## src/rtl/qam_symbol_scheduler.sv

```systemverilog
// Splits payload words LSB-first into 1/2/4-bit QAM symbols and issues each one
// to the selected modulator over a valid/ready handshake.
module qam_symbol_scheduler #(
    parameter int WORD_W = 32,
    parameter int CNT_W  = 6
) (
    input  logic              clk,
    input  logic              rst,
    input  logic [WORD_W-1:0] word_in,
    input  logic              word_valid,
    output logic              word_ready,
    input  logic [2:0]        qam,
    output logic [3:0]        sym_out,
    output logic [2:0]        sym_bits,
    output logic [2:0]        sym_sel,
    output logic              sym_valid,
    input  logic              mod_ready,
    output logic              word_done,
    output logic              error
);

    typedef enum logic [0:0] {
        ST_IDLE = 1'b0,
        ST_SEND = 1'b1
    } state_t;

    state_t            state_r;
    logic [WORD_W-1:0] shift_r;
    logic [CNT_W-1:0]  cnt_r;
    logic [3:0]        sym_out_r;
    logic [2:0]        sym_bits_r;
    logic [2:0]        sym_sel_r;
    logic              word_ready_r;
    logic              sym_valid_r;
    logic              word_done_r;
    logic              error_r;

    logic              accept_s;
    logic              xfer_s;
    logic              last_s;
    logic [WORD_W-1:0] shifted_s;

    function automatic logic [2:0] mode_bps(input logic [2:0] mode);
        case (mode)
            3'd1:    return 3'd2;
            3'd2:    return 3'd4;
            default: return 3'd1;
        endcase
    endfunction

    function automatic logic [2:0] mode_sel(input logic [2:0] mode);
        case (mode)
            3'd1:    return 3'b010;
            3'd2:    return 3'b100;
            default: return 3'b001;
        endcase
    endfunction

    function automatic logic mode_illegal(input logic [2:0] mode);
        return (mode > 3'd2);
    endfunction

    function automatic logic [CNT_W-1:0] sym_count(input logic [2:0] bps);
        case (bps)
            3'd2:    return CNT_W'(WORD_W / 2);
            3'd4:    return CNT_W'(WORD_W / 4);
            default: return CNT_W'(WORD_W);
        endcase
    endfunction

    function automatic logic [3:0] slice_sym(input logic [WORD_W-1:0] w, input logic [2:0] bps);
        case (bps)
            3'd2:    return {2'b00, w[1:0]};
            3'd4:    return w[3:0];
            default: return {3'b000, w[0]};
        endcase
    endfunction

    function automatic logic [WORD_W-1:0] shift_word(input logic [WORD_W-1:0] w, input logic [2:0] bps);
        case (bps)
            3'd2:    return {2'b00, w[WORD_W-1:2]};
            3'd4:    return {4'b0000, w[WORD_W-1:4]};
            default: return {1'b0, w[WORD_W-1:1]};
        endcase
    endfunction

    // Handshake qualifiers and the next shift-register value.
    always_comb begin
        accept_s  = 1'b0;
        xfer_s    = 1'b0;
        last_s    = 1'b0;
        shifted_s = shift_word(shift_r, sym_bits_r);
        if (state_r == ST_IDLE) begin
            accept_s = word_valid & word_ready_r;
        end else begin
            xfer_s = sym_valid_r & mod_ready;
            last_s = xfer_s & (cnt_r == CNT_W'(1));
        end
    end

    // Word/symbol sequencer with all outputs registered.
    always_ff @(posedge clk or negedge rst) begin
        if (!rst) begin
            state_r      <= ST_IDLE;
            shift_r      <= '0;
            cnt_r        <= '0;
            sym_out_r    <= 4'd0;
            sym_bits_r   <= 3'd1;
            sym_sel_r    <= 3'b001;
            word_ready_r <= 1'b0;
            sym_valid_r  <= 1'b0;
            word_done_r  <= 1'b0;
            error_r      <= 1'b0;
        end else begin
            case (state_r)
                ST_IDLE: begin
                    word_done_r <= 1'b0;
                    if (accept_s) begin
                        shift_r      <= word_in;
                        sym_out_r    <= slice_sym(word_in, mode_bps(qam));
                        sym_bits_r   <= mode_bps(qam);
                        sym_sel_r    <= mode_sel(qam);
                        cnt_r        <= sym_count(mode_bps(qam));
                        error_r      <= error_r | mode_illegal(qam);
                        word_ready_r <= 1'b0;
                        sym_valid_r  <= 1'b1;
                        state_r      <= ST_SEND;
                    end else begin
                        word_ready_r <= 1'b1;
                        sym_valid_r  <= 1'b0;
                    end
                end
                ST_SEND: begin
                    if (xfer_s) begin
                        shift_r   <= shifted_s;
                        sym_out_r <= slice_sym(shifted_s, sym_bits_r);
                        cnt_r     <= cnt_r - CNT_W'(1);
                        if (last_s) begin
                            word_done_r  <= 1'b1;
                            sym_valid_r  <= 1'b0;
                            word_ready_r <= 1'b1;
                            state_r      <= ST_IDLE;
                        end else begin
                            word_done_r <= 1'b0;
                        end
                    end else begin
                        word_done_r <= 1'b0;
                    end
                end
                default: begin
                    state_r      <= ST_IDLE;
                    sym_valid_r  <= 1'b0;
                    word_ready_r <= 1'b0;
                    word_done_r  <= 1'b0;
                end
            endcase
        end
    end

    assign word_ready = word_ready_r;
    assign sym_out    = sym_out_r;
    assign sym_bits   = sym_bits_r;
    assign sym_sel    = sym_sel_r;
    assign sym_valid  = sym_valid_r;
    assign word_done  = word_done_r;
    assign error      = error_r;

endmodule

```

## config.mk

```make
export PLATFORM = sky130hd
export DESIGN_NAME = qam_symbol_scheduler
export DESIGN_NICKNAME = d
export VERILOG_FILES = /design/src/rtl/qam_symbol_scheduler.sv
export SDC_FILE = /design/constraint.sdc
export NUM_CORES = 1
export LEC_CHECK = 0
export CORE_MARGIN = 5
export CORE_UTILIZATION = 51
export CTS_CLUSTER_DIAMETER = 50
export CTS_CLUSTER_SIZE = 10
export DETAILED_ROUTE_END_ITERATION = 10
export PLACE_DENSITY = 0.78
export SETUP_SLACK_MARGIN = 0.15
export SLEW_MARGIN = 30
export SYNTH_ARGS = -nofsm -noshare
export SYNTH_HDL_FRONTEND = slang
export SYNTH_SLANG_ARGS = --single-unit
```

## constraint.sdc

```tcl
create_clock -name clk -period 1.4 [get_ports clk]
set_input_delay 0.21 -clock clk [delete_from_list [all_inputs] [get_ports clk]]
set_output_delay 0.21 -clock clk [all_outputs]
set_load 0.05 [all_outputs]
```

==> results.md, run 1 <==
- Outcome: finished, violations left
- Failing checks: negative setup slack
- Wire per inst: 22.8 µm
- Post-synth ARST share: 1.00
- Setup TNS: -5930 ps
- Yosys cell types: ~50
- HP Class: input port to flop
- Register area: around 1200 µm²
- Yosys warns: 0
- Area grow syn2layout: 55.9%
- Setup violators final: 40
- Antenna violations before repair: 0
- Core footprint: 7330 µm²
- Port bufs: 52
- Starting Density: 0.528
- Pre-antenna DRT Iters: 5
- Row Count: 31
- Crit-path most repeated cell: buf_12
- Drt initial violations: about 500
- Crit path capture type: flop
- DRT Wirelength: 14700 µm
- #FFs+latches synth: 49
- Largest net degree at the start of global routing: 48
- Crit share post-route: 1.23
- Worst EP arrival: between 1500 and 2000 ps
- VDD IR max: ~1.5 mV
- Most used routing layer: met2
- CP peak stage delay: ~520 ps
- Worst rel slew slack: 0.674
- GR Util met1: 0.325
- Clock sink count: between 40 and 50
- Worst-path cell chain: buf_12 -> buf_12 -> nor3b_1 -> nor3_1 -> o221ai_2 -> a21oi_2
- Leading cell type in the layout, fill and taps excluded: nor2_1
- Die Y-Extent: about 97 µm
- # fillers: between 300 and 400
- Final Hold Fails: 0
- Worst Path Max Fanout: 24
- Power per cell area: ~2300 nW/µm²
- Fin crit period: about 1700 ps
- Crit-path leading delay family: flip-flops
- Sequential share of the synthesized area: 0.317
- Post-Syn Area: roughly 3900 µm²
- Root buffer cell: clkbuf_8
- Die span in x: ~97 µm
- Prevailing post-synth register cell: dfrtp_1
- Die area: about 9400 µm²
- # IOs: 53
- Setup ws final: -323 ps
- Final Util: 0.824
- Drc violations: 0
- Most frequent cells in the layout: nor2_1 (63), dfrtp_1 (43), buf_4 (42)
- Routability cong.: roughly 0.84
- # H-tree levels: 2
- CP Launch Type: flop
- Area of the multi-input gates: about 2800 µm²
- Overall routing resource usage: 0.244
- Setup Crit Path Kind: flop to flop
- Gr ovfl total: 0
- Achievable frequency: roughly 580 MHz
- Clock Tree Buf Depth: 2
- Vias in the first global route: roughly 3800
- Hold_ws: roughly 230 ps
- First-pass GRT wire length: 19300 µm
- Antenna Cells: 0
- Avg Cell Area, Syn: roughly 9 µm²
- Routed vias: approximately 4400
- Worst Clk Skew: between 15 and 20 ps
- Detail Route Antenna Nets: 0
- LEAKAGE: 2.34 nW
- Slew @ Worst Pin: just under 500 ps
- Syn Inst Count: 442
- MaxCap Viol Count: 0
- TritonCTS Buffers: 5
- Critical Path RT: 1610 ps
- CTS tree: built
- Final Slew Violations: 0
- Final net count: 591
- Clk_lat worst skew: 320 ps
- Share of cells above drive strength 1: 0.451
- RSZ-0062 raised after global routing: yes
- Number of enable flip-flop cells after synthesis: 0
- Met3 usage in global routing: 0.0438
- Vias per cell: 6.77
- Slowest CP cell: dfrtp_2
- CTS clock-pin slew for the worst setup and hold paths: 110 ps
- Post-DP HPWL: around 6900 µm
- Met2 usage: 0.398
- Buffers & Inverters on Critical Path: 2
- Synth Net Count: 488
-- final timing paths --
| check | from | end | slack (ps) | depth (start not counted) |
|---|---|---|---|---|
| min reg2reg | sym_out[2]$_DFFE_PN0P_ | sym_out[2]$_DFFE_PN0P_ | 570 | 2 |
| max reg2reg | sym_sel[2]$_DFFE_PN0P_ | shift_r[0]$_DFFE_PN0P_ | -320 | 6 |
| max | sym_sel[2]$_DFFE_PN0P_ | shift_r[0]$_DFFE_PN0P_ | -320 | 6 |
| max in group asynchronous | rst | shift_r[19]$_DFFE_PN0P_ | 450 | 3 |
| min | qam[0] | error$_DFFE_PN0P_ | 230 | 3 |
| min in group asynchronous | rst | sym_sel[1]$_DFFE_PN0P_ | 380 | 2 |
-- through the flow --
stage | worst slack, ps | total power [mW] | cell area (µm²) | instances
floorplan | -166 | 7.77 | 3980 | 442
global placement | -535 | 9.64 | 4900 | 597
detailed placement | -607 | 9.85 | 4900 | 597
CTS | -133 | 11.9 | 5460 | 626
global route | -330 | 14.4 | 6040 | 645
finish | -323 | 13.8 | 6040 | 645
-- report_power, final --
group          internal (mW)  leakage, nW  switching [mW]  total, mW
logic                   4.61         1.72            4.85       9.46
registers               2.08        0.565            1.19       3.27
clock network          0.538       0.0554           0.533       1.07
total                   7.23         2.34            6.57       13.8
-- synthesized netlist by cell type (3+ instances only) --
| master | number | share of area |
|---|---|---|
| nor3_1 | 28 | 0.036 |
| dfrtp_1 | 48 | 0.31 |
| ha_1 | 7 | 0.023 |
| o21ai_1 | 4 | 0.0052 |
| nand2b_1 | 29 | 0.047 |
| o311a_1 | 27 | 0.070 |
| a21oi_1 | 24 | 0.031 |
| o22ai_1 | 3 | 0.0048 |
| nand2_1 | 16 | 0.016 |
| a21oi_2 | 31 | 0.070 |
| a31oi_1 | 5 | 0.0081 |
| o21ai_0 | 10 | 0.013 |
| nor2_1 | 64 | 0.062 |
| inv_1 | 5 | 0.0048 |
| buf_4 | 15 | 0.029 |
| nor3b_1 | 29 | 0.056 |
| clkbuf_1 | 12 | 0.012 |
| buf_6 | 8 | 0.023 |
| buf_2 | 12 | 0.016 |
| o221ai_1 | 17 | 0.038 |
| nand3_1 | 6 | 0.0078 |
| o221ai_2 | 10 | 0.039 |
-- worst min-delay path: cells and delay by family --
| kind | cells | cell delay (ps) |
|---|---|---|
| buf+inv | 1 | 100 |
| compound gates | 2 | 200 |
-- repair_timing --
| item | in CTS | in global routing |
|---|---|---|
| setup buffers | 16 | 13 |
| resized for setup | 55 | 77 |
| hold buffers | 1 | 0 |
| hold endpoints to repair | 17 | 0 |
| endpoints found under the setup margin | 51 | 52 |
| gates cloned | 4 | 6 |
| pin swaps | 34 | 46 |
-- kinds of logic (layout without fill, tap and decap cells) --
| group | count (synthesis) | in the layout | synth area share |
|---|---|---|---|
| adder cells (fa/ha/maj) | 7 | 7 | 0.0226 |
| XOR/XNOR | 2 | 2 | 0.00452 |
| buffers and inverters | 55 | 159 | 0.0943 |
| flip-flops | 49 | 49 | 0.317 |
| AND/OR/NAND/NOR | 185 | 185 | 0.255 |
| AO/OA/AOI/OAI | 144 | 144 | 0.306 |
-- sequential cells by signal, summed over array words and instances (netlist names) --
signal,cells
cnt_r,6
shift_r,32
state_r,1
word_ready,1
sym_sel,3
sym_out,3
sym_valid,1
word_done,1
error,1
-- routing by layer --
| layer | up-vias | wire length [µm] |
|---|---|---|
| met2 | 351 | 7000 |
| met3 | 78 | 1420 |
| met5 | - | 0 |
| li1 | 1858 | - |
| met4 | 0 | 781 |
| met1 | 2079 | 5490 |
-- cell type report --
cell class                 instances  area share
inverter                           6     0.00456
clock inverter                     2     0.00642
timing repair buffer             145       0.295
clock buffer                       6      0.0120
tap                               99      0.0205
sequential                        49       0.205
multi-input combinational        338       0.456
(Power assumes the default switching activity.)
==> run 2, diff against run 1 <==
--- a/config.mk
+++ b/config.mk
@@ -5,12 +5,13 @@
 export SDC_FILE = /design/constraint.sdc
 export NUM_CORES = 1
 export LEC_CHECK = 0
+export ABC_AREA = 1
 export CORE_MARGIN = 5
-export CORE_UTILIZATION = 51
+export CORE_UTILIZATION = 49
 export CTS_CLUSTER_DIAMETER = 50
 export CTS_CLUSTER_SIZE = 10
 export DETAILED_ROUTE_END_ITERATION = 10
-export PLACE_DENSITY = 0.78
+export PLACE_DENSITY = 0.77
 export SETUP_SLACK_MARGIN = 0.15
 export SLEW_MARGIN = 30
 export SYNTH_ARGS = -nofsm -noshare
==> run 2 against run 1 <==
Critical path type unchanged. Non-clock buffer count shrank 40. Clock power fell by 12%. Synthesized area decreased by 16%. First-iteration DRC count is 34% lower. Highest routed layer unchanged. Worst hold slack better by 150 ps. The flow still finishes with violations (negative setup slack).
==> results.md, run 2 <==
- Sequential share of the synthesized area: 0.376
- Worst Path Max Fanout: 27
- TritonCTS Buffers: 5
- Number of enable flip-flop cells after synthesis: 0
- Post-synth top area share: 0.368
- Yosys cell types: 34
- Gr ovfl total: 0
- GR Util met1: 0.274
- Die Y-Extent: ~92 µm
- Post-DP HPWL: around 5600 µm
- Largest area contributor in the netlist: dfrtp_1
- Area grow syn2layout: 44.1%
- Post-synth ARST share: 1.00
- Prevailing post-synth register cell: dfrtp_1
- # IOs: 53
- Post-synth top cells: nand2_1 (150), nor2_1 (77), dfrtp_1 (48)
- Worst Clk Skew: 13.0 ps
- Top cells by area, synth: dfrtp_1 (37%), nand2_1 (17%), nor2_1 (8.9%), nand3_1 (4.3%), inv_1 (4.0%)
- Wire per inst: ~15 µm
- Routed vias: around 3500
- Row Count: 29
- #FFs+latches synth: 49
- Met3 usage in global routing: 0.0455
- Number of flip-flops in the largest register: 32
- Failing checks: negative setup slack
- Setup violators final: 12
- # H-tree levels: 2
- MaxCap Viol Count: 0
- Final Slew Violations: 0
- Crit share post-route: 1.07
- First-pass GRT wire length: between 10000 and 15000 µm
- CP peak stage delay: 670 ps
- Most flop-heavy register: shift_r
- Die area: 8390 µm²
- Area of the multi-input gates: 1800 µm²
- DRT Wirelength: ~10000 µm
- VDD IR max: 1.11 mV
- Fin crit period: between 1500 and 2000 ps
- Die span in x: about 90 µm
- Syn Inst Count: between 400 and 500
- CTS clock-pin slew for the worst setup and hold paths: 90 ps
- Largest net degree at the start of global routing: 50
- Final Hold Fails: 0
- Worst-path cell chain: inv_4 -> nand3_4 -> inv_8 -> nand2_1 -> nand3_1 -> o21ai_1 -> nand2_1
- Overall routing resource usage: 0.216
- Power per cell area: approximately 2100 nW/µm²
- Vias in the first global route: 3262
- Port bufs: 52
- Crit-path leading delay family: flip-flops
- Outcome: finished, violations left
- Crit path capture type: flop
- Clock sink count: 49
- Antenna violations before repair: 0
- Clk_lat worst skew: 310 ps
- Setup Crit Path Kind: flop to flop
- CP Launch Type: flop
- Crit-path most repeated cell: nand2_1
- Slew @ Worst Pin: approximately 280 ps
- Final net count: roughly 600
- RSZ-0062 raised after global routing: yes
- Leading cell type in the layout, fill and taps excluded: nand2_1
- Pwr Total: 9.72 mW
- Hold_ws: ~380 ps
- Drc violations: 0
- Core footprint: around 6400 µm²
- Critical Path RT: roughly 1600 ps
- Pre-antenna DRT Iters: 5
- HP Class: input port to flop
- Buffers & Inverters on Critical Path: 2
- # fillers: about 440
- Synth Net Count: approximately 500
- Met2 usage: 0.366
- Antenna Cells: 0
- Starting Density: 0.508
- Yosys warns: 0
- Share of cells above drive strength 1: 0.271
- Drt initial violations: between 300 and 400
- Routability cong.: 0.834
- Post-Syn Area: ~3300 µm²
- Count leader, synth: nand2_1
- Worst EP arrival: roughly 1700 ps
- Top Registers: shift_r x32, cnt_r x6
- Clock Tree Buf Depth: 2
- CTS tree: built
- Most frequent cells in the layout: nand2_1 (140), nor2_1 (75), dfrtp_1 (42)
- Register area: around 1200 µm²
- Most used routing layer: met2
- Worst rel slew slack: 0.815
- LEAKAGE: around 2.4 nW
- Dpl ws: -373 ps
- Avg Cell Area, Syn: between 6 and 7 µm²
- Root buffer cell: clkbuf_8
- Detail Route Antenna Nets: 0
- Setup ws final: -103 ps
- Slowest CP cell: dfstp_4
- Vias per cell: 5.47
- Achievable frequency: about 670 MHz
[run 2: kinds of logic (layout without fill, tap and decap cells)]
kind of cell / count (synthesis) / after routing / synth area share
AOI/OAI and AO/OA: 56 / 56 / 0.0924
DFF: 49 / 49 / 0.376
buffers and inverters: 67 / 155 / 0.112
xor gates and xnor gates: 1 / 1 / 0.00269
adders and majority gates: 7 / 7 / 0.0268
and+or+nand+nor: 286 / 286 / 0.389
[run 2: worst register-to-register path, cell delays in order (launching register included)]
cell     delay [ps]
dfstp_4         670
inv_4            50
nand3_4         110
inv_8           110
nand2_1          90
nand3_1         100
o21ai_1         200
nand2_1          60
[run 2: area by class of cell]
cell class | instances | share of cell area
Clock inverter | 1 | 0.00106
Timing Repair Buffer | 105 | 0.269
Inverter | 42 | 0.0421
Multi-Input combinational cell | 350 | 0.383
Clock buffer | 7 | 0.0205
Sequential cell | 49 | 0.264
Tap cell | 77 | 0.0205
[run 2: per-layer routing]
layer / vias to the layer above / wire length (µm)
li1: 1634 / -
met1: 1614 / 3820
met2: 172 / 4870
met3: 30 / 748
met4: 0 / 301
met5: - / 0
[run 2: timing repair]
action	4_1_cts	5_1_grt
setup buffers	5	9
cloned	1	4
endpoints found under the setup margin	45	47
resized for setup	32	41
hold endpoints to repair	48	0
hold buffers	1	0
pin swaps	12	8
[run 2: stage by stage]
step                 util  TNS [ps]  instances  instance area (µm²)
floorplan               -     -1050        466                 3330
global placement    0.649     -4680        603                 4170
detailed placement  0.649     -6470        603                 4170
CTS                 0.691      -164        618                 4440
global route        0.732     -2290        631                 4700
finish              0.732      -432        631                 4700
[run 2: report_power, final]
group	switching (mW)	total [mW]	internal, mW
clock	0.496	0.944	0.448
combinational	3.25	5.98	2.73
sequential	0.718	2.79	2.07
[run 2: worst paths after layout]
path	startpoint	endpoint	slack [ps]	cells after the start
max	sym_sel[0]$_DFFE_PN1P_	shift_r[20]$_DFFE_PN0P_	-100	7
max in group asynchronous	rst	sym_sel[0]$_DFFE_PN1P_	710	3
min reg2reg	cnt_r[5]$_DFFE_PN0P_	cnt_r[5]$_DFFE_PN0P_	530	2
min	qam[1]	error$_DFFE_PN0P_	380	3
min in group asynchronous	rst	shift_r[6]$_DFFE_PN0P_	420	3
max reg2reg	sym_sel[0]$_DFFE_PN1P_	shift_r[20]$_DFFE_PN0P_	-100	7
==> run 3, diff against run 2 <==
--- a/config.mk
+++ b/config.mk
@@ -11,6 +11,7 @@
 export CTS_CLUSTER_DIAMETER = 50
 export CTS_CLUSTER_SIZE = 10
 export DETAILED_ROUTE_END_ITERATION = 10
+export MAX_ROUTING_LAYER = met4
 export PLACE_DENSITY = 0.77
 export SETUP_SLACK_MARGIN = 0.15
 export SLEW_MARGIN = 30
==> run 3 against run 2 <==
The flow still finishes with violations (negative setup slack). Power shrank 0.94%. Cell count shrank 0.63%. Die area is the same. Critical path type unchanged. Largest cell class unchanged.
==> results.md, run 3 (synthesized netlist as in run 2, its figures left out) <==
- Clock Tree Buf Depth: 2
- Setup Crit Path Kind: flop to flop
- Clk_lat worst skew: a little over 300 ps
- Worst Clk Skew: ~14 ps
- Routed vias: between 3000 and 4000
- Die Y-Extent: between 90 and 100 µm
- Most frequent cells in the layout: nand2_1 (138), nor2_1 (75), dfrtp_1 (42)
- Largest net degree at the start of global routing: 50
- Critical Path RT: 1600 ps
- Gr ovfl total: 0
- Port bufs: 52
- Top Registers: shift_r x32, cnt_r x6
- Leading cell type in the layout, fill and taps excluded: nand2_1
- Power per cell area: a little over 2000 nW/µm²
- Crit path capture type: flop
- Achievable frequency: roughly 700 MHz
- Wire per inst: between 15 and 20 µm
- # IOs: 53
- DRT Wirelength: 9490 µm
- CTS tree: built
- Row Count: 29
- FF-to-FF End: shift_r[0]$_DFFE_PN0P_
- Vias per cell: between 5 and 6
- Worst EP arrival: approximately 1700 ps
- Post-DP HPWL: 5640 µm
- Hold depth: 3
- Setup ws final: -54.6 ps
- Crit share post-route: 1.04
- Die span in x: 91.6 µm
- Antenna violations before repair: 0
- R2r setup slk: -50 ps
- Setup TNS: -358 ps
- Sequential power share: 0.293
- VDD IR max: between 1 and 1.5 mV
- Pwr Total: between 9 and 10 mW
- Fraction of power spent switching nets: 0.463
- Vias in the first global route: between 3000 and 4000
- Clock sink count: ~50
- Area grow syn2layout: 42.9%
- # fillers: 448
- Drc violations: 0
- Final Slew Violations: 0
- Share of cells above drive strength 1: 0.276
- CTS clock-pin slew for the worst setup and hold paths: 100 ps
- LEAKAGE: 2.36 nW
- Worst Setup SP: sym_sel[0]$_DFFE_PN1P_
- Logic pwr share: 0.609
- MaxCap Viol Count: 0
- Psw: between 4 and 5 mW
- Drt initial violations: 375
- Root buffer cell: clkbuf_8
- Pre-antenna DRT Iters: 5
- CP Launch Type: flop
- Clk pwr share: 0.098
- Setup violators final: 13
- # H-tree levels: 2
- Failing checks: negative setup slack
- Worst setup path end: shift_r[0]$_DFFE_PN0P_
- TritonCTS Buffers: 5
- Most flop-heavy register: shift_r
- Final Hold Fails: 0
- Worst rel slew slack: 0.819
- Hold_ws: ~370 ps
- Final net count: 595
- Number of flip-flops in the largest register: 32
- RSZ-0062 raised after global routing: yes
- Worst Reg-to-Reg Cells: 7
- Int Pwr: 5.17 mW
- Slew @ Worst Pin: approximately 270 ps
- Core footprint: 6420 µm²
- HP Class: input port to flop
- Starting Density: 0.508
- Overall routing resource usage: 0.222
- First-pass GRT wire length: between 10000 and 15000 µm
- Worst Path Max Fanout: 16
- Die area: between 8000 and 9000 µm²
- Outcome: finished, violations left
- Routability cong.: between 0.8 and 0.9
- Antenna Cells: 0
- Fin crit period: 1450 ps
- RR Startpoint: sym_sel[0]$_DFFE_PN1P_
- Detail Route Antenna Nets: 0
## run 3: changes by cell type in the layout (fill, tap and decap cells not counted), sizes merged
cell and delta:
buf -4
## run 3: metrics by stage
| stage | util | cells | worst slack, ps | cell area [µm²] |
|---|---|---|---|---|
| finish | 0.726 | 627 | -54.6 | 4660 |
| global route | 0.726 | 627 | -118 | 4660 |
| CTS | 0.691 | 618 | -43.9 | 4440 |
| detailed placement | 0.649 | 603 | -373 | 4170 |
| global placement | 0.649 | 603 | -304 | 4170 |
| floorplan | - | 466 | -51.7 | 3330 |
## run 3: final cells by class
| class | instances | area (µm²) | share of cell area |
|---|---|---|---|
| Clock buffer | 7 | 96.3 | 0.0207 |
| Clock inverter | 1 | 5.00 | 0.00107 |
| Inverter | 42 | 195 | 0.0419 |
| Multi-Input combinational cell | 350 | 1820 | 0.390 |
| Sequential cell | 49 | 1240 | 0.266 |
| Tap cell | 77 | 96.3 | 0.0207 |
| Timing Repair Buffer | 101 | 1210 | 0.259 |
## run 3: how the worst min path moves through the flow
| stage | from | end |
|---|---|---|
| after floorplan | rst | cnt_r[0]$_DFFE_PN0P_ |
| after global placement | rst | shift_r[6]$_DFFE_PN0P_ |
| after detailed placement | rst | shift_r[6]$_DFFE_PN0P_ |
| after CTS | qam[1] | error$_DFFE_PN0P_ |
| after global routing | qam[1] | error$_DFFE_PN0P_ |
| final | qam[1] | error$_DFFE_PN0P_ |
## run 3: power by group through the flow
stage / sequential (mW) / combinational [mW] / clock (mW)
after floorplan: 2.95 / 3.11 / 0
after global placement: 2.74 / 4.85 / 0
after detailed placement: 2.76 / 4.96 / 0
after CTS: 2.75 / 5.29 / 0.950
after global routing: 2.90 / 6.35 / 1.01
final: 2.82 / 5.87 / 0.943
## run 3: critical path: stages (launching register included)
cell and delay, ps:
dfstp_4 670, nor2_4 50, nand2_4 120, inv_6 90
nand2_1 80, nand3_1 110, o21ai_2 170, nand2_1 60
## run 3: timing repair
action | CTS | global route
pin swaps | 12 | 6
endpoints found under the hold margin | 48 | 0
resized for setup | 32 | 44
hold buffers | 1 | 0
gates cloned | 1 | 3
endpoints found under the setup margin | 45 | 47
setup buffers | 5 | 6
## run 3: per-layer routing
layer / share of wire / vias up / track usage
met4: 0.019 / 0 / 0.0666
met5: 0 / - / -
met1: 0.40 / 1601 / 0.273
li1: - / 1615 / -
met2: 0.50 / 165 / 0.368
met3: 0.074 / 20 / 0.0471
